**config.mk**
```make
export PLATFORM = sky130hd
export DESIGN_NAME = ipsxe_floating_point_umadd_issue_v1_0_flat
export DESIGN_NICKNAME = d
export VERILOG_FILES = /design/src/rtl/ipsxe_floating_point_umadd_issue_v1_0_if.sv /design/src/rtl/ipsxe_floating_point_umadd_issue_v1_0.sv /design/src/flat_wrapper.sv
export SDC_FILE = /design/constraint.sdc
export NUM_CORES = 1
export LEC_CHECK = 0
export ABC_AREA = 0
export BUFFER_PORTS_ARGS = -buffer_cell sky130_fd_sc_hd__buf_2
export CAP_MARGIN = 20
export CELL_PAD_IN_SITES_DETAIL_PLACEMENT = 1
export CELL_PAD_IN_SITES_GLOBAL_PLACEMENT = 2
export CORE_ASPECT_RATIO = 0.9
export CORE_UTILIZATION = 40
export CTS_CLUSTER_DIAMETER = 150
export CTS_CLUSTER_SIZE = 8
export DETAILED_ROUTE_END_ITERATION = 8
export GPL_ROUTABILITY_DRIVEN = 0
export PLACE_DENSITY = 0.89
export RECOVER_POWER = 25
export SLEW_MARGIN = 15
export SYNTH_ARGS = -nofsm -noshare
export SYNTH_HDL_FRONTEND = slang
export SYNTH_SLANG_ARGS = --single-unit
```
**constraint.sdc**
```tcl
create_clock -name i_aclk -period 3.31 [get_ports i_aclk]
set_clock_uncertainty 0.1 [all_clocks]
set_input_delay 0.331 -clock i_aclk [delete_from_list [all_inputs] [get_ports i_aclk]]
set_output_delay 0.331 -clock i_aclk [all_outputs]
set_load 0.05 [all_outputs]
```
**src/rtl/ipsxe_floating_point_umadd_issue_v1_0_if.sv**
```systemverilog
// rtl/ipsxe_floating_point_umadd_issue_v1_0_if.sv - stream bundle between the umadd issuer and its neighbours
//
// Groups the signals around the multiply-add issuer:
//   i_axi4s_{a,b,c,d}_tdata, i_axi4s_tvalid, o_axi4s_tready : upstream operand tuple stream
//   o_core_{a,b,c,d}_tdata, o_core_tvalid                   : valid-only operand issue to the core
//   i_core_result_tdata, i_core_result_tvalid               : valid-only result stream from the core
//   o_axi4s_result_tdata/tvalid, i_axi4s_result_tready      : downstream result stream
//   o_overflow                                              : sticky result-drop flag
// slave is the issuer's view; master is the surrounding system's view.
interface ipsxe_floating_point_umadd_issue_v1_0_if #(
    parameter int DATA_WIDTH = 32
);
    logic [DATA_WIDTH-1:0] i_axi4s_a_tdata;
    logic [DATA_WIDTH-1:0] i_axi4s_b_tdata;
    logic [DATA_WIDTH-1:0] i_axi4s_c_tdata;
    logic [DATA_WIDTH-1:0] i_axi4s_d_tdata;
    logic                  i_axi4s_tvalid;
    logic                  o_axi4s_tready;
    logic [DATA_WIDTH-1:0] o_core_a_tdata;
    logic [DATA_WIDTH-1:0] o_core_b_tdata;
    logic [DATA_WIDTH-1:0] o_core_c_tdata;
    logic [DATA_WIDTH-1:0] o_core_d_tdata;
    logic                  o_core_tvalid;
    logic [DATA_WIDTH-1:0] i_core_result_tdata;
    logic                  i_core_result_tvalid;
    logic [DATA_WIDTH-1:0] o_axi4s_result_tdata;
    logic                  o_axi4s_result_tvalid;
    logic                  i_axi4s_result_tready;
    logic                  o_overflow;

    modport slave (
        input  i_axi4s_a_tdata, i_axi4s_b_tdata, i_axi4s_c_tdata, i_axi4s_d_tdata,
        input  i_axi4s_tvalid,
        output o_axi4s_tready,
        output o_core_a_tdata, o_core_b_tdata, o_core_c_tdata, o_core_d_tdata,
        output o_core_tvalid,
        input  i_core_result_tdata, i_core_result_tvalid,
        output o_axi4s_result_tdata, o_axi4s_result_tvalid,
        input  i_axi4s_result_tready,
        output o_overflow
    );

    modport master (
        output i_axi4s_a_tdata, i_axi4s_b_tdata, i_axi4s_c_tdata, i_axi4s_d_tdata,
        output i_axi4s_tvalid,
        input  o_axi4s_tready,
        input  o_core_a_tdata, o_core_b_tdata, o_core_c_tdata, o_core_d_tdata,
        input  o_core_tvalid,
        output i_core_result_tdata, i_core_result_tvalid,
        input  o_axi4s_result_tdata, o_axi4s_result_tvalid,
        output i_axi4s_result_tready,
        input  o_overflow
    );
endinterface

```
**src/rtl/ipsxe_floating_point_umadd_issue_v1_0.sv**
```systemverilog
// rtl/ipsxe_floating_point_umadd_issue_v1_0.sv - operand issuer and result collector for the p = a*c + b*d core
//
// Ports:
//   i_aclk      : clock
//   i_areset_n  : asynchronous active-low reset
//   i_aclken    : clock enable, low freezes every register and blocks both stream handshakes
//   bus         : operand, core and result streams (see the interface file)
// Every accepted tuple holds one credit until its result is popped downstream, so the
// result FIFO always has room for whatever the backpressure-less core returns.
module ipsxe_floating_point_umadd_issue_v1_0 #(
    parameter int DATA_WIDTH = 32,
    parameter int FIFO_DEPTH = 8
) (
    input  logic i_aclk,
    input  logic i_areset_n,
    input  logic i_aclken,
    ipsxe_floating_point_umadd_issue_v1_0_if.slave bus
);
    localparam int PTR_W = $clog2(FIFO_DEPTH);
    localparam int CNT_W = PTR_W + 1;
    localparam logic [CNT_W-1:0] DEPTH_C = CNT_W'(FIFO_DEPTH);
    localparam logic [CNT_W-1:0] CNT_ONE = CNT_W'(1);
    localparam logic [PTR_W-1:0] PTR_ONE = PTR_W'(1);

    logic [CNT_W-1:0]      cnt_q, cnt_d;
    logic [CNT_W-1:0]      occ_q, occ_d;
    logic [PTR_W-1:0]      wr_ptr_q, wr_ptr_d;
    logic [PTR_W-1:0]      rd_ptr_q, rd_ptr_d;
    logic                  overflow_q, overflow_d;
    logic                  core_tvalid_q, core_tvalid_d;
    logic [DATA_WIDTH-1:0] core_a_q, core_a_d;
    logic [DATA_WIDTH-1:0] core_b_q, core_b_d;
    logic [DATA_WIDTH-1:0] core_c_q, core_c_d;
    logic [DATA_WIDTH-1:0] core_d_q, core_d_d;
    logic [DATA_WIDTH-1:0] mem_q [FIFO_DEPTH];
    logic [DATA_WIDTH-1:0] mem_d [FIFO_DEPTH];

    logic tready;
    logic result_tvalid;
    logic accept;
    logic pop;
    logic wr_req;
    logic full;
    logic wr_en;

    // Ready is derived from the credit register only; the reset term keeps it low while reset is held.
    assign tready        = i_areset_n & i_aclken & (cnt_q < DEPTH_C);
    assign result_tvalid = i_aclken & (occ_q != '0);
    assign accept        = bus.i_axi4s_tvalid & tready;
    assign pop           = result_tvalid & bus.i_axi4s_result_tready;
    assign wr_req        = i_aclken & bus.i_core_result_tvalid;
    assign full          = (occ_q == DEPTH_C);
    // A full FIFO can still take a result when the head leaves in the same cycle.
    assign wr_en         = wr_req & (~full | pop);

    always_comb begin
        cnt_d         = cnt_q;
        occ_d         = occ_q;
        wr_ptr_d      = wr_ptr_q;
        rd_ptr_d      = rd_ptr_q;
        overflow_d    = overflow_q;
        core_tvalid_d = core_tvalid_q;
        core_a_d      = core_a_q;
        core_b_d      = core_b_q;
        core_c_d      = core_c_q;
        core_d_d      = core_d_q;
        mem_d         = mem_q;

        if (i_aclken) begin
            core_tvalid_d = accept;
            if (accept) begin
                core_a_d = bus.i_axi4s_a_tdata;
                core_b_d = bus.i_axi4s_b_tdata;
                core_c_d = bus.i_axi4s_c_tdata;
                core_d_d = bus.i_axi4s_d_tdata;
            end

            case ({accept, pop})
                2'b10:   cnt_d = cnt_q + CNT_ONE;
                2'b01:   cnt_d = cnt_q - CNT_ONE;
                default: cnt_d = cnt_q;
            endcase

            if (wr_en) begin
                mem_d[wr_ptr_q] = bus.i_core_result_tdata;
                wr_ptr_d        = wr_ptr_q + PTR_ONE;
            end
            if (pop) begin
                rd_ptr_d = rd_ptr_q + PTR_ONE;
            end

            case ({wr_en, pop})
                2'b10:   occ_d = occ_q + CNT_ONE;
                2'b01:   occ_d = occ_q - CNT_ONE;
                default: occ_d = occ_q;
            endcase

            if (wr_req & full & ~pop) begin
                overflow_d = 1'b1;
            end
        end
    end

    always_ff @(posedge i_aclk or negedge i_areset_n) begin
        if (!i_areset_n) begin
            cnt_q         <= '0;
            occ_q         <= '0;
            wr_ptr_q      <= '0;
            rd_ptr_q      <= '0;
            overflow_q    <= 1'b0;
            core_tvalid_q <= 1'b0;
            core_a_q      <= '0;
            core_b_q      <= '0;
            core_c_q      <= '0;
            core_d_q      <= '0;
            mem_q         <= '{default: '0};
        end else begin
            cnt_q         <= cnt_d;
            occ_q         <= occ_d;
            wr_ptr_q      <= wr_ptr_d;
            rd_ptr_q      <= rd_ptr_d;
            overflow_q    <= overflow_d;
            core_tvalid_q <= core_tvalid_d;
            core_a_q      <= core_a_d;
            core_b_q      <= core_b_d;
            core_c_q      <= core_c_d;
            core_d_q      <= core_d_d;
            mem_q         <= mem_d;
        end
    end

    assign bus.o_axi4s_tready        = tready;
    assign bus.o_core_tvalid         = core_tvalid_q;
    assign bus.o_core_a_tdata        = core_a_q;
    assign bus.o_core_b_tdata        = core_b_q;
    assign bus.o_core_c_tdata        = core_c_q;
    assign bus.o_core_d_tdata        = core_d_q;
    assign bus.o_axi4s_result_tvalid = result_tvalid;
    assign bus.o_axi4s_result_tdata  = mem_q[rd_ptr_q];
    assign bus.o_overflow            = overflow_q;
endmodule

```
**src/flat_wrapper.sv**
```systemverilog
// flat-port wrapper written by rule: the top's interface ports become plain ports
module ipsxe_floating_point_umadd_issue_v1_0_flat 
#(
    parameter int DATA_WIDTH = 32,
    parameter int FIFO_DEPTH = 8
)
  (i_aclk, i_areset_n, i_aclken, bus_i_axi4s_a_tdata, bus_i_axi4s_b_tdata, bus_i_axi4s_c_tdata, bus_i_axi4s_d_tdata, bus_i_axi4s_tvalid, bus_o_axi4s_tready, bus_o_core_a_tdata, bus_o_core_b_tdata, bus_o_core_c_tdata, bus_o_core_d_tdata, bus_o_core_tvalid, bus_i_core_result_tdata, bus_i_core_result_tvalid, bus_o_axi4s_result_tdata, bus_o_axi4s_result_tvalid, bus_i_axi4s_result_tready, bus_o_overflow);
  ipsxe_floating_point_umadd_issue_v1_0_if #(.DATA_WIDTH(DATA_WIDTH)) bus_i ();
  input  logic i_aclk;
  input  logic i_areset_n;
  input  logic i_aclken;
  input wire logic [$bits(bus_i.i_axi4s_a_tdata)-1:0] bus_i_axi4s_a_tdata;
  input wire logic [$bits(bus_i.i_axi4s_b_tdata)-1:0] bus_i_axi4s_b_tdata;
  input wire logic [$bits(bus_i.i_axi4s_c_tdata)-1:0] bus_i_axi4s_c_tdata;
  input wire logic [$bits(bus_i.i_axi4s_d_tdata)-1:0] bus_i_axi4s_d_tdata;
  input wire logic [$bits(bus_i.i_axi4s_tvalid)-1:0] bus_i_axi4s_tvalid;
  output wire logic [$bits(bus_i.o_axi4s_tready)-1:0] bus_o_axi4s_tready;
  output wire logic [$bits(bus_i.o_core_a_tdata)-1:0] bus_o_core_a_tdata;
  output wire logic [$bits(bus_i.o_core_b_tdata)-1:0] bus_o_core_b_tdata;
  output wire logic [$bits(bus_i.o_core_c_tdata)-1:0] bus_o_core_c_tdata;
  output wire logic [$bits(bus_i.o_core_d_tdata)-1:0] bus_o_core_d_tdata;
  output wire logic [$bits(bus_i.o_core_tvalid)-1:0] bus_o_core_tvalid;
  input wire logic [$bits(bus_i.i_core_result_tdata)-1:0] bus_i_core_result_tdata;
  input wire logic [$bits(bus_i.i_core_result_tvalid)-1:0] bus_i_core_result_tvalid;
  output wire logic [$bits(bus_i.o_axi4s_result_tdata)-1:0] bus_o_axi4s_result_tdata;
  output wire logic [$bits(bus_i.o_axi4s_result_tvalid)-1:0] bus_o_axi4s_result_tvalid;
  input wire logic [$bits(bus_i.i_axi4s_result_tready)-1:0] bus_i_axi4s_result_tready;
  output wire logic [$bits(bus_i.o_overflow)-1:0] bus_o_overflow;
  assign bus_i.i_axi4s_a_tdata = bus_i_axi4s_a_tdata;
  assign bus_i.i_axi4s_b_tdata = bus_i_axi4s_b_tdata;
  assign bus_i.i_axi4s_c_tdata = bus_i_axi4s_c_tdata;
  assign bus_i.i_axi4s_d_tdata = bus_i_axi4s_d_tdata;
  assign bus_i.i_axi4s_tvalid = bus_i_axi4s_tvalid;
  assign bus_o_axi4s_tready = bus_i.o_axi4s_tready;
  assign bus_o_core_a_tdata = bus_i.o_core_a_tdata;
  assign bus_o_core_b_tdata = bus_i.o_core_b_tdata;
  assign bus_o_core_c_tdata = bus_i.o_core_c_tdata;
  assign bus_o_core_d_tdata = bus_i.o_core_d_tdata;
  assign bus_o_core_tvalid = bus_i.o_core_tvalid;
  assign bus_i.i_core_result_tdata = bus_i_core_result_tdata;
  assign bus_i.i_core_result_tvalid = bus_i_core_result_tvalid;
  assign bus_o_axi4s_result_tdata = bus_i.o_axi4s_result_tdata;
  assign bus_o_axi4s_result_tvalid = bus_i.o_axi4s_result_tvalid;
  assign bus_i.i_axi4s_result_tready = bus_i_axi4s_result_tready;
  assign bus_o_overflow = bus_i.o_overflow;
  ipsxe_floating_point_umadd_issue_v1_0 #(.DATA_WIDTH(DATA_WIDTH), .FIFO_DEPTH(FIFO_DEPTH)) u_core (.i_aclk(i_aclk), .i_areset_n(i_areset_n), .i_aclken(i_aclken), .bus(bus_i));
endmodule
```
==> summary.md, run 1 <==
| Metric | Value |
|---|---|
| VDD IR-drop max | `701.7 uV` |
| Int Pwr | `14.86 mW` |
| Total core area | `41930 sq um` |
| Req. time, crit path | `2.88 ns` |
| Clock buffer depth | `3` |
| Adder-cell share of the synthesized area | `0.007044` |
| I/O pin count | `330` |
| Share of power burned in registers | `0.341` |
| R2R cell count | `10` |
| Pin count of the biggest net entering global routing | `166` |
| Antenna cells | `0` |
| Max Cap Viol | `2` |
| Syn. warnings | `0` |
| # nets final | `1701` |
| PwrDens | `1157 nW/um^2` |
| Num CTS Buffers | `55` |
| WL per Instance | `24.04 um` |
| Largest family of logic cells by synthesized area | `multiplexers` |
| Slowest cell on crit path | `dfrtp_4` |
| Layout cells sized above 1 | `0.5880` |
| Worst relative slew slack | `-0.4226` |
| Die area | `43460 sq um` |
| Clk_lat worst skew | `0.57 ns` |
| Routed vias/inst | `5.259` |
| RR Startpoint | `u_core.occ_q[1]$_DFFE_PN0P_` |
| Combinational Power Share | `0.468` |
| Metal-1 WL | `20.48 mm` |
| Setup TNS | `0 ns` |
| Net Sw Power | `11.01 mW` |
| CP peak stage delay | `0.71 ns` |
| Syn_nets | `1194` |
| Hold Path Depth | `2` |
| Final max-slew violation count | `229` |
| Initial drt markers | `463` |
| Critical-path maximum fanout | `20` |
| Period utilization | `0.9354` |
| TritonCTS Sinks | `400` |
| Worst reg2reg endpoint | `u_core.occ_q[2]$_DFFE_PN0P_` |
| Post-synthesis mux area share | `0.3612` |
| GRT Residual Overflow | `0` |
| Crit path buffers/inverters | `2` |
| Num rows | `71` |
| CTS tree | `yes` |
| Register area share after synthesis | `0.5870` |
| Sw frac | `0.4256` |
| CP startpoint kind | `flop` |
| Number of library cell types mapped by synthesis | `34` |
| Vias in the first global route | `12690` |
| Gr usage total | `0.2364` |
| Tot Pwr | `25.87 mW` |
| P&R area growth vs syn | `31.12%` |
| # DRC | `20` |
| Routed met3 length | `2.306 mm` |
| Reg2reg setup slack | `0.71 ns` |
| Critical-path cell list | `buf_4 -> mux4_2 -> mux2_2 -> buf_2` |
| Complex-gate fraction of the synthesized area | `0.003008` |
| Final min period | `3.096 ns` |
| Simple-gate share of the synthesized area | `0.01482` |
| Netlist Area Pre-Place | `17050 sq um` |
| FILL cells | `4024` |
| Die H | `197.9 um` |
| Final hold vios | `0` |
| ANT nets after route | `0` |
| Hold WC Path Type | `in -> reg` |
| RSZ-0062 raised after global routing | `false` |
| First-pass GRT wire length | `77.56 mm` |
| Routed WL | `49.90 mm` |
| Vias | `10920` |
| Antenna violations before repair | `1` |
| Hold EP | `u_core.mem_q[165]$_DFFE_PN0P_` |
| Worst Hold Launch | `bus_i_core_result_tdata[5]` |
| Worst EP arrival | `2.67 ns` |
| Die Width | `219.6 um` |
| Htree depth | `2` |
| XOR/XNOR share of the synthesized area | `0.006677` |
| Clock network power share | `0.191` |
| Top Layer Used | `met5` |
| WS Path Type | `reg -> out` |
| PortBufs | `329` |
| Dpl hpwl | `29.09 mm` |
| Iteration count of the initial detailed-routing pass | `6` |
| Leakage power | `10.17 nW` |
| Status | `finished with violations` |
| Mean Syn Cell Area | `16.73 sq um` |
| Failing checks | `DRC, capacitance limit, slew limit` |
| Final setup fails | `0` |
| Yosys reg bits | `400` |
| FMAX | `323.0 MHz` |
| Root buf cell | `clkbuf_16` |
| Met2 Wirelength | `24.69 mm` |
| Slew @ Worst Pin | `2.134 ns` |
| Post-Synthesis Cells | `1019` |
| Initial core utilization | `0.4067` |
| Crit path max-delay family | `multiplexers` |
| Crit end category | `output pin` |
| CTS clk-pin slew, worst paths | `0.05 ns` |
-- layout make-up --
type,count,area [sq um],share of cell area
clock buffer,57,1384,0.06189
clock inverter,3,26.28,0.001175
inverter,4,15.01,0.0006715
multi-input combinational,554,6729,0.3009
sequential,400,10020,0.4479
tap,547,684.4,0.03061
timing repair buffer,511,3506,0.1568
-- cell usage in the layout, fill, tap and decap left out, drive strengths merged, types with 6 or more instances in the layout --
| master | n |
|---|---|
| dlygate4sd3 | 159 |
| xor2 | 6 |
| ha | 8 |
| clkbuf | 58 |
| inv | 7 |
| dfrtp | 400 |
| buf | 351 |
| nand2 | 12 |
| xnor2 | 7 |
| mux2 | 419 |
| mux4 | 64 |
-- repair_timing --
action                    CTS  global route
gates resized for setup     0             0
hold endpoints to repair  375             0
hold buffers              159             0
setup buffers               0             0
-- synthesized netlist by cell type --
cell type	n	area (sq um)
mux2_2	414	4662
dfrtp_1	400	10010
mux4_2	64	1441
buf_2	26	130.1
clkbuf_1	20	75.07
nand2_1	12	45.04
ha_1	8	100.1
xnor2_1	7	61.31
buf_4	6	45.04
buf_6	6	67.56
xor2_1	6	52.55
mux2_1	5	56.30
a21oi_1	4	20.02
inv_1	4	15.01
nand3_1	4	20.02
nor2_1	4	15.01
and3_1	3	18.77
nor3_1	3	15.01
o21ai_0	3	15.01
buf_1	2	7.510
nand2b_1	2	12.51
nor2b_1	2	12.51
nor3b_1	2	15.01
nor3b_2	2	25.02
a21o_1	1	7.510
and2_1	1	6.260
and4b_1	1	10.01
clkbuf_2	1	5.000
fa_1	1	20.02
nand4_1	1	6.260
nor4_1	1	6.260
nor4_4	1	21.27
nor4b_4	1	23.77
o2111ai_1	1	8.760
-- flip-flops by register name (all words and copies together) (netlist names) --
| signal | cells |
|---|---|
| u_core.mem_q | 256 |
| u_core.bus.o_core_a_tdata | 32 |
| u_core.bus.o_core_b_tdata | 32 |
| u_core.bus.o_core_c_tdata | 32 |
| u_core.bus.o_core_d_tdata | 32 |
| u_core.cnt_q | 4 |
| u_core.occ_q | 4 |
| u_core.rd_ptr_q | 3 |
| u_core.wr_ptr_q | 3 |
| u_core.bus.o_core_tvalid | 1 |
| u_core.bus.o_overflow | 1 |
-- stage by stage --
stage / setup slack [ns] / instances / cell area (sq um) / utilization / hold WS [ns]
global route: 0.06265 / 2076 / 22360 / 0.5333 / 0.01730
detailed placement: 0.6798 / 1857 / 19370 / 0.4620 / 0.1265
global placement: 0.7144 / 1857 / 19370 / 0.4620 / 0.1285
floorplan: 0.4564 / 1019 / 17050 / - / -0.06459
CTS: 0.1254 / 2076 / 22380 / 0.5336 / 0.00006428
finish: 0.2138 / 2076 / 22360 / 0.5333 / 0.03017
-- power groups by stage --
stage	registers (mW)	logic (mW)	clock network, mW
3_3_place_gp	8.55	11.6	0
5_1_grt	9.10	12.7	5.26
6_report	8.81	12.1	4.94
4_1_cts	8.69	12.1	5.03
2_1_floorplan	10.9	6.53	0
3_5_place_dp	8.72	11.8	0
-- metal layers --
metal  GRT usage  vias to the layer above
met4      0.1132                        2
li1            -                     4719
met5           0                        -
met3     0.05038                      111
met2      0.3916                      328
met1      0.2949                     5758
-- worst max path at each step --
stage                                    from                      endpoint  slack (ns)  cells after the start
4_1_cts        u_core.rd_ptr_q[0]$_DFFE_PN0P_   bus_o_axi4s_result_tdata[3]        0.13                      4
6_report       u_core.rd_ptr_q[0]$_DFFE_PN0P_   bus_o_axi4s_result_tdata[3]        0.21                      4
3_3_place_gp                         i_aclken  u_core.mem_q[85]$_DFFE_PN0P_        0.71                      6
5_1_grt        u_core.rd_ptr_q[0]$_DFFE_PN0P_  bus_o_axi4s_result_tdata[30]        0.06                      4
3_5_place_dp                         i_aclken  u_core.mem_q[85]$_DFFE_PN0P_        0.68                      6
2_1_floorplan     u_core.cnt_q[3]$_DFFE_PN0P_   u_core.cnt_q[3]$_DFFE_PN0P_        0.46                      9
-- worst register-to-register path, delay by kind of cell, from the launching register on --
| kind | cells | cell delay [ns] |
|---|---|---|
| fa+ha+maj | 2 | 0.56 |
| simple gates | 4 | 0.84 |
| xor+xnor | 3 | 0.39 |
| flops | 1 | 0.45 |
| compound gates | 1 | 0.15 |
-- logic make-up (layout without fill, tap and decap cells) --
logic type      count (synthesis)  in the layout
simple gates                   40             40
compound gates                  9              9
flops                         400            400
xor+xnor                       13             13
buf+inv                        65            575
fa+ha+maj                       9              9
mux                           483            483
Power figures use the tool's default switching activity.
==> run 2, diff against run 1 <==
CELL_PAD_IN_SITES_DETAIL_PLACEMENT = default   (was 1)
CELL_PAD_IN_SITES_GLOBAL_PLACEMENT = default   (was 2)
CORE_MARGIN = 2   (was default)
CORE_UTILIZATION = 55   (was 40)
PLACE_DENSITY = 0.88   (was 0.89)
==> summary.md, run 2 (synthesized netlist as in run 1, its figures left out) <==
| Metric | Value |
|---|---|
| Final setup fails | `0 (unchanged)` |
| Post-Place Cells | `1712 (was 1857)` |
| Final min period | `3.048 ns (was 3.096 ns)` |
| Final Core Density | `0.7181 (was 0.5333)` |
| WL per Instance | `24.69 um (was 24.04 um)` |
| CP startpoint kind | `flop (unchanged)` |
| Critical-path maximum fanout | `26 (was 20)` |
| First-pass GRT wire length | `73.33 mm (was 77.56 mm)` |
| # DRC | `0 (was 20)` |
| Crit end category | `output pin (unchanged)` |
| Period utilization | `0.9209 (was 0.9354)` |
| FMAX | `328.1 MHz (was 323.0 MHz)` |
| Dpl hpwl | `27.17 mm (was 29.09 mm)` |
| Hold Path Depth | `2 (unchanged)` |
| Total core area | `30680 sq um (was 41930 sq um)` |
| P&R area growth vs syn | `29.21% (was 31.12%)` |
| Htree depth | `2 (unchanged)` |
| Met2 Wirelength | `24.14 mm (was 24.69 mm)` |
| TritonCTS Sinks | `400 (unchanged)` |
| Num rows | `61 (was 71)` |
| Antenna violations before repair | `5 (was 1)` |
| Metal-1 WL | `17.91 mm (was 20.48 mm)` |
| Max reg flops | `256 (unchanged)` |
| PortBufs | `329 (unchanged)` |
| Final max-slew violation count | `383 (was 229)` |
| Worst EP arrival | `2.62 ns (was 2.67 ns)` |
| R2R cell count | `8 (was 10)` |
| Top Layer Used | `met5 (unchanged)` |
| Slew @ Worst Pin | `2.191 ns (was 2.134 ns)` |
| CTS Hold Bufs | `150 (was 159)` |
| CP peak stage delay | `0.67 ns (was 0.71 ns)` |
| Vias in the first global route | `12600 (was 12690)` |
| Routed WL | `47.58 mm (was 49.90 mm)` |
| CTS tree | `yes (unchanged)` |
| Slowest cell on crit path | `dfrtp_4 (unchanged)` |
| WS Path Type | `reg -> out (unchanged)` |
| Post-CTS Repair Setup Buffers | `0 (unchanged)` |
| Hold WC Path Type | `in -> reg (unchanged)` |
| GRT Residual Overflow | `0 (unchanged)` |
| Routed met3 length | `2.427 mm (was 2.306 mm)` |
| Layout cells sized above 1 | `0.5892 (was 0.5880)` |
| Leakage power | `10.09 nW (was 10.17 nW)` |
| Vias | `11120 (was 10920)` |
| CTS clk-pin slew, worst paths | `0.05 ns (about the same)` |
| Post-CTS sizing | `0 (unchanged)` |
| Hold EP | `u_core.mem_q[210]$_DFFE_PN0P_ (was u_core.mem_q[165]$_DFFE_PN0P_)` |
| Req. time, crit path | `2.88 ns (about the same)` |
| Clk_lat worst skew | `0.56 ns (was 0.57 ns)` |
| # nets final | `1685 (was 1701)` |
| Num CTS Buffers | `55 (unchanged)` |
| Critical-path cell list | `buf_12 -> mux4_2 -> mux2_2 -> buf_2 (was buf_4 -> mux4_2 -> mux2_2 -> buf_2)` |
| Final hold vios | `0 (unchanged)` |
| Commonest non-fill, non-tap cell in the layout | `mux2_2 (unchanged)` |
| Worst Hold Launch | `bus_i_core_result_tdata[18] (was bus_i_core_result_tdata[5])` |
| Worst reg2reg endpoint | `u_core.cnt_q[3]$_DFFE_PN0P_ (was u_core.occ_q[2]$_DFFE_PN0P_)` |
| Status | `finished with violations (unchanged)` |
| I/O pin count | `330 (unchanged)` |
| Pin count of the biggest net entering global routing | `177 (was 166)` |
| Setup TNS | `0 ns (unchanged)` |
| RR Startpoint | `u_core.occ_q[1]$_DFFE_PN0P_ (unchanged)` |
| Iteration count of the initial detailed-routing pass | `5 (was 6)` |
| Die H | `171.0 um (was 197.9 um)` |
| Root buf cell | `clkbuf_16 (unchanged)` |
| Clock buffer depth | `3 (unchanged)` |
| ANT nets after route | `0 (unchanged)` |
| Routed vias/inst | `5.769 (was 5.259)` |
| Initial drt markers | `672 (was 463)` |
| Failing checks | `capacitance limit, slew limit (was DRC, capacitance limit, slew limit)` |
| Max Cap Viol | `3 (was 2)` |
| Final cell count without fillers | `1927 (was 2076)` |
| PwrDens | `1165 nW/um^2 (was 1157 nW/um^2)` |
| Reg2reg setup slack | `0.70 ns (was 0.71 ns)` |
| Die area | `32430 sq um (was 43460 sq um)` |
| Die Width | `189.6 um (was 219.6 um)` |
| Worst relative slew slack | `-0.4609 (was -0.4226)` |
| Commonest cells after routing, fill and taps aside | `mux2_2 (414), dfrtp_1 (397), buf_2 (328), dlygate4sd3_1 (150), mux4_2 (64) (was mux2_2 (414), dfrtp_1 (397), buf_2 (328), dlygate4sd3_1 (159), mux4_2 (64))` |
| Gr usage total | `0.2995 (was 0.2364)` |
| Top reg by flops | `u_core.mem_q (unchanged)` |
| Initial core utilization | `0.5558 (was 0.4067)` |
| VDD IR-drop max | `994.6 uV (was 701.7 uV)` |
| RSZ-0062 raised after global routing | `false (unchanged)` |
| Tot Pwr | `25.68 mW (was 25.87 mW)` |
## run 2: cell types whose count changed in the layout (fill, tap and decap cells not counted)
cell,change
diode_2,+4
dlygate4sd3_1,-9
clkbuf_4,+1
clkbuf_1,+1
buf_4,-6
buf_12,-2
## run 2: how the worst max path moves through the flow
stage | startpoint | to | slack [ns] | depth (start not counted)
CTS | u_core.rd_ptr_q[0]$_DFFE_PN0P_ | bus_o_axi4s_result_tdata[29] | 0.24 | 4
global placement | u_core.occ_q[1]$_DFFE_PN0P_ | u_core.cnt_q[3]$_DFFE_PN0P_ | 0.80 | 8
detailed placement | u_core.occ_q[1]$_DFFE_PN0P_ | u_core.cnt_q[3]$_DFFE_PN0P_ | 0.72 | 8
global route | i_areset_n | u_core.bus.o_core_b_tdata[20]$_DFFE_PN0P_ | 0.08 | 3
floorplan | u_core.cnt_q[3]$_DFFE_PN0P_ | u_core.cnt_q[3]$_DFFE_PN0P_ | 0.46 | 9
finish | u_core.rd_ptr_q[0]$_DFFE_PN0P_ | bus_o_axi4s_result_tdata[5] | 0.26 | 4
## run 2: routing by layer
layer | track usage | up-vias
li1 | - | 4704
met2 | 0.5072 | 427
met1 | 0.3552 | 5831
met4 | 0.1854 | 2
met3 | 0.06031 | 152
met5 | 0 | -
## run 2: cell type report
class                   count  area, sq um
clock buffers              58         1388
multi-input cells         554         6729
well taps                 409        511.7
clock inverters             3        26.28
inverters                   4        15.01
fillers                  1849         8648
repair buffers            495         3338
flip-flops and latches    400        10020
diodes                      4        10.01
## run 2: critical path: cells and delay by family (launching register included)
family / cells / cell delay, ns
multiplexers: 2 / 0.87
flip-flops: 1 / 0.67
buffers and inverters: 2 / 0.50
## run 2: per-stage QoR
step	instance area [sq um]	worst slack (ns)	hold WS, ns
after CTS	22050	0.2402	0.001812
after global routing	22030	0.07592	0.01034
after floorplan	17050	0.4564	-0.06459
after detailed placement	19140	0.7191	0.08304
after global placement	19140	0.7997	0.08069
final	22030	0.2618	0.01848
## run 2: power by group
group	internal (mW)	switching [mW]	leakage, nW
Sequential	7.28	1.65	4.86
Clock	2.91	1.96	0.695
Combinational	4.62	7.25	4.53
==> run 3, diff against run 2 <==
PLACE_DENSITY = 0.79   (was 0.88)
==> summary.md, run 3 (synthesized netlist as in run 1, its figures left out) <==
| Metric | Value |
|---|---|
| CTS tree | `yes (unchanged)` |
| Slowest cell on crit path | `dfrtp_4 (unchanged)` |
| Htree depth | `2 (unchanged)` |
| Hold WC Path Type | `in -> reg (unchanged)` |
| Critical-path maximum fanout | `25 (was 26)` |
| Gr usage total | `0.2874 (was 0.2995)` |
| PortBufs | `329 (unchanged)` |
| P&R area growth vs syn | `28.53% (was 29.21%)` |
| Dpl hpwl | `26.38 mm (was 27.17 mm)` |
| Vias | `10840 (was 11120)` |
| Clk_lat worst skew | `0.56 ns (about the same)` |
| Routed vias/inst | `5.631 (was 5.769)` |
| GRT Residual Overflow | `0 (unchanged)` |
| Clock buffer depth | `3 (unchanged)` |
| CP peak stage delay | `0.69 ns (was 0.67 ns)` |
| Worst Hold Launch | `bus_i_core_result_tdata[18] (unchanged)` |
| Crit end category | `output pin (unchanged)` |
| Die H | `171.0 um (unchanged)` |
| Reg2reg setup slack | `0.75 ns (was 0.70 ns)` |
| Req. time, crit path | `2.88 ns (about the same)` |
| RR Startpoint | `u_core.occ_q[1]$_DFFE_PN0P_ (unchanged)` |
| PwrDens | `1157 nW/um^2 (was 1165 nW/um^2)` |
| Antenna violations before repair | `1 (was 5)` |
| Pin count of the biggest net entering global routing | `159 (was 177)` |
| Initial drt markers | `627 (was 672)` |
| Slew @ Worst Pin | `1.870 ns (was 2.191 ns)` |
| WL per Instance | `23.43 um (was 24.69 um)` |
| Post-CTS Repair Setup Buffers | `0 (unchanged)` |
| ANT nets after route | `0 (unchanged)` |
| Total core area | `30680 sq um (unchanged)` |
| Final hold vios | `0 (unchanged)` |
| Commonest cells after routing, fill and taps aside | `mux2_2 (414), dfrtp_1 (397), buf_2 (198), dlygate4sd3_1 (146), clkbuf_1 (132) (was mux2_2 (414), dfrtp_1 (397), buf_2 (328), dlygate4sd3_1 (150), mux4_2 (64))` |
| Routed WL | `45.10 mm (was 47.58 mm)` |
| Initial core utilization | `0.5558 (unchanged)` |
| Die Width | `189.6 um (unchanged)` |
| # nets final | `1688 (was 1685)` |
| Final max-slew violation count | `78 (was 383)` |
| Final worst slack | `0.2452 ns (was 0.2618 ns)` |
| RSZ-0062 raised after global routing | `false (unchanged)` |
| First-pass GRT wire length | `70.84 mm (was 73.33 mm)` |
| Hold Path Depth | `2 (unchanged)` |
| CP startpoint kind | `flop (unchanged)` |
| Final min period | `3.065 ns (was 3.048 ns)` |
| R2R cell count | `10 (was 8)` |
| WS Path Type | `reg -> out (unchanged)` |
| Hold EP | `u_core.mem_q[114]$_DFFE_PN0P_ (was u_core.mem_q[210]$_DFFE_PN0P_)` |
| CTS clk-pin slew, worst paths | `0.05 ns (about the same)` |
| VDD IR-drop max | `938.4 uV (was 994.6 uV)` |
| Iteration count of the initial detailed-routing pass | `4 (was 5)` |
| Worst reg2reg endpoint | `u_core.occ_q[2]$_DFFE_PN0P_ (was u_core.cnt_q[3]$_DFFE_PN0P_)` |
| Post-CTS sizing | `0 (unchanged)` |
| Root buf cell | `clkbuf_16 (unchanged)` |
| TritonCTS Sinks | `400 (unchanged)` |
| Period utilization | `0.9259 (was 0.9209)` |
| FMAX | `326.3 MHz (was 328.1 MHz)` |
| DP Worst Slack | `0.7572 ns (was 0.7191 ns)` |
| Hold Slack | `0.01576 ns (was 0.01848 ns)` |
| Num rows | `61 (unchanged)` |
| Commonest non-fill, non-tap cell in the layout | `mux2_2 (unchanged)` |
| Max Cap Viol | `1 (was 3)` |
| Status | `finished with violations (unchanged)` |
| Failing checks | `capacitance limit, slew limit (unchanged)` |
| Num CTS Buffers | `55 (unchanged)` |
| Max reg flops | `256 (unchanged)` |
| I/O pin count | `330 (unchanged)` |
| Leakage power | `9.757 nW (was 10.09 nW)` |
| Layout cells sized above 1 | `0.5069 (was 0.5892)` |
| Critical-path cell list | `buf_12 -> mux4_2 -> mux2_2 -> buf_2 (unchanged)` |
| Top reg by flops | `u_core.mem_q (unchanged)` |
| # DRC | `0 (unchanged)` |
| Worst relative slew slack | `-0.2469 (was -0.4609)` |
| Final setup fails | `0 (unchanged)` |
| Die area | `32430 sq um (unchanged)` |
| Worst EP arrival | `2.63 ns (was 2.62 ns)` |
| Setup TNS | `0 ns (unchanged)` |
| Vias in the first global route | `12650 (was 12600)` |
[run 3: through the flow]
step | cell area, sq um | util | std cells | power (mW)
after floorplan | 17050 | - | 1019 | 17.40
after CTS | 22080 | 0.7198 | 1924 | 25.48
after detailed placement | 19190 | 0.6254 | 1719 | 20.38
after global placement | 19190 | 0.6254 | 1719 | 20.00
final | 21920 | 0.7144 | 1925 | 25.36
after global routing | 21920 | 0.7144 | 1925 | 26.49
[run 3: power by group]
| group | switching (mW) | leakage (nW) | internal, mW |
|---|---|---|---|
| logic | 7.25 | 4.19 | 4.42 |
| clock network | 1.91 | 0.705 | 2.98 |
| registers | 1.52 | 4.86 | 7.28 |
| total | 10.7 | 9.76 | 14.7 |
[run 3: critical path: cells and delay by family, from the launching register on]
family                 cells  cell delay, ns
multiplexers               2            0.86
flip-flops                 1            0.69
buffers and inverters      2            0.52
[run 3: cell type report]
class	instances	area, sq um
tap	409	511.7
inverter	4	15.01
timing repair buffer	498	3211
sequential	400	10020
multi-input combinational	554	6729
clock buffer	59	1434
fill	1996	8763
antenna	1	2.502
[run 3: how the worst max path moves through the flow]
| stage | from | to | slack (ns) | cells after the start |
|---|---|---|---|---|
| final | u_core.rd_ptr_q[0]$_DFFE_PN0P_ | bus_o_axi4s_result_tdata[0] | 0.25 | 4 |
| after CTS | u_core.rd_ptr_q[0]$_DFFE_PN0P_ | bus_o_axi4s_result_tdata[0] | 0.19 | 4 |
| after detailed placement | u_core.occ_q[1]$_DFFE_PN0P_ | u_core.occ_q[2]$_DFFE_PN0P_ | 0.76 | 10 |
| after global routing | u_core.rd_ptr_q[0]$_DFFE_PN0P_ | bus_o_axi4s_result_tdata[0] | 0.12 | 4 |
| after global placement | i_aclken | u_core.mem_q[98]$_DFFE_PN0P_ | 0.80 | 6 |
| after floorplan | u_core.cnt_q[3]$_DFFE_PN0P_ | u_core.cnt_q[3]$_DFFE_PN0P_ | 0.46 | 9 |
[run 3: per-layer routing]
metal  wire length (um)  global-route usage  part of all wire  up-vias
li1                   -                   -                 -     4708
met1              17910              0.3534              0.40     5666
met2              22740              0.4959              0.50      364
met3               2373             0.05723             0.053      102
met4               2078              0.1298             0.046        0
met5                  0                   0                 0        -
[run 3: timing repair]
item                                   4_1_cts  5_1_grt
endpoints found under the hold margin      235        0
setup endpoints to repair                    0        0
hold buffers                               146        0
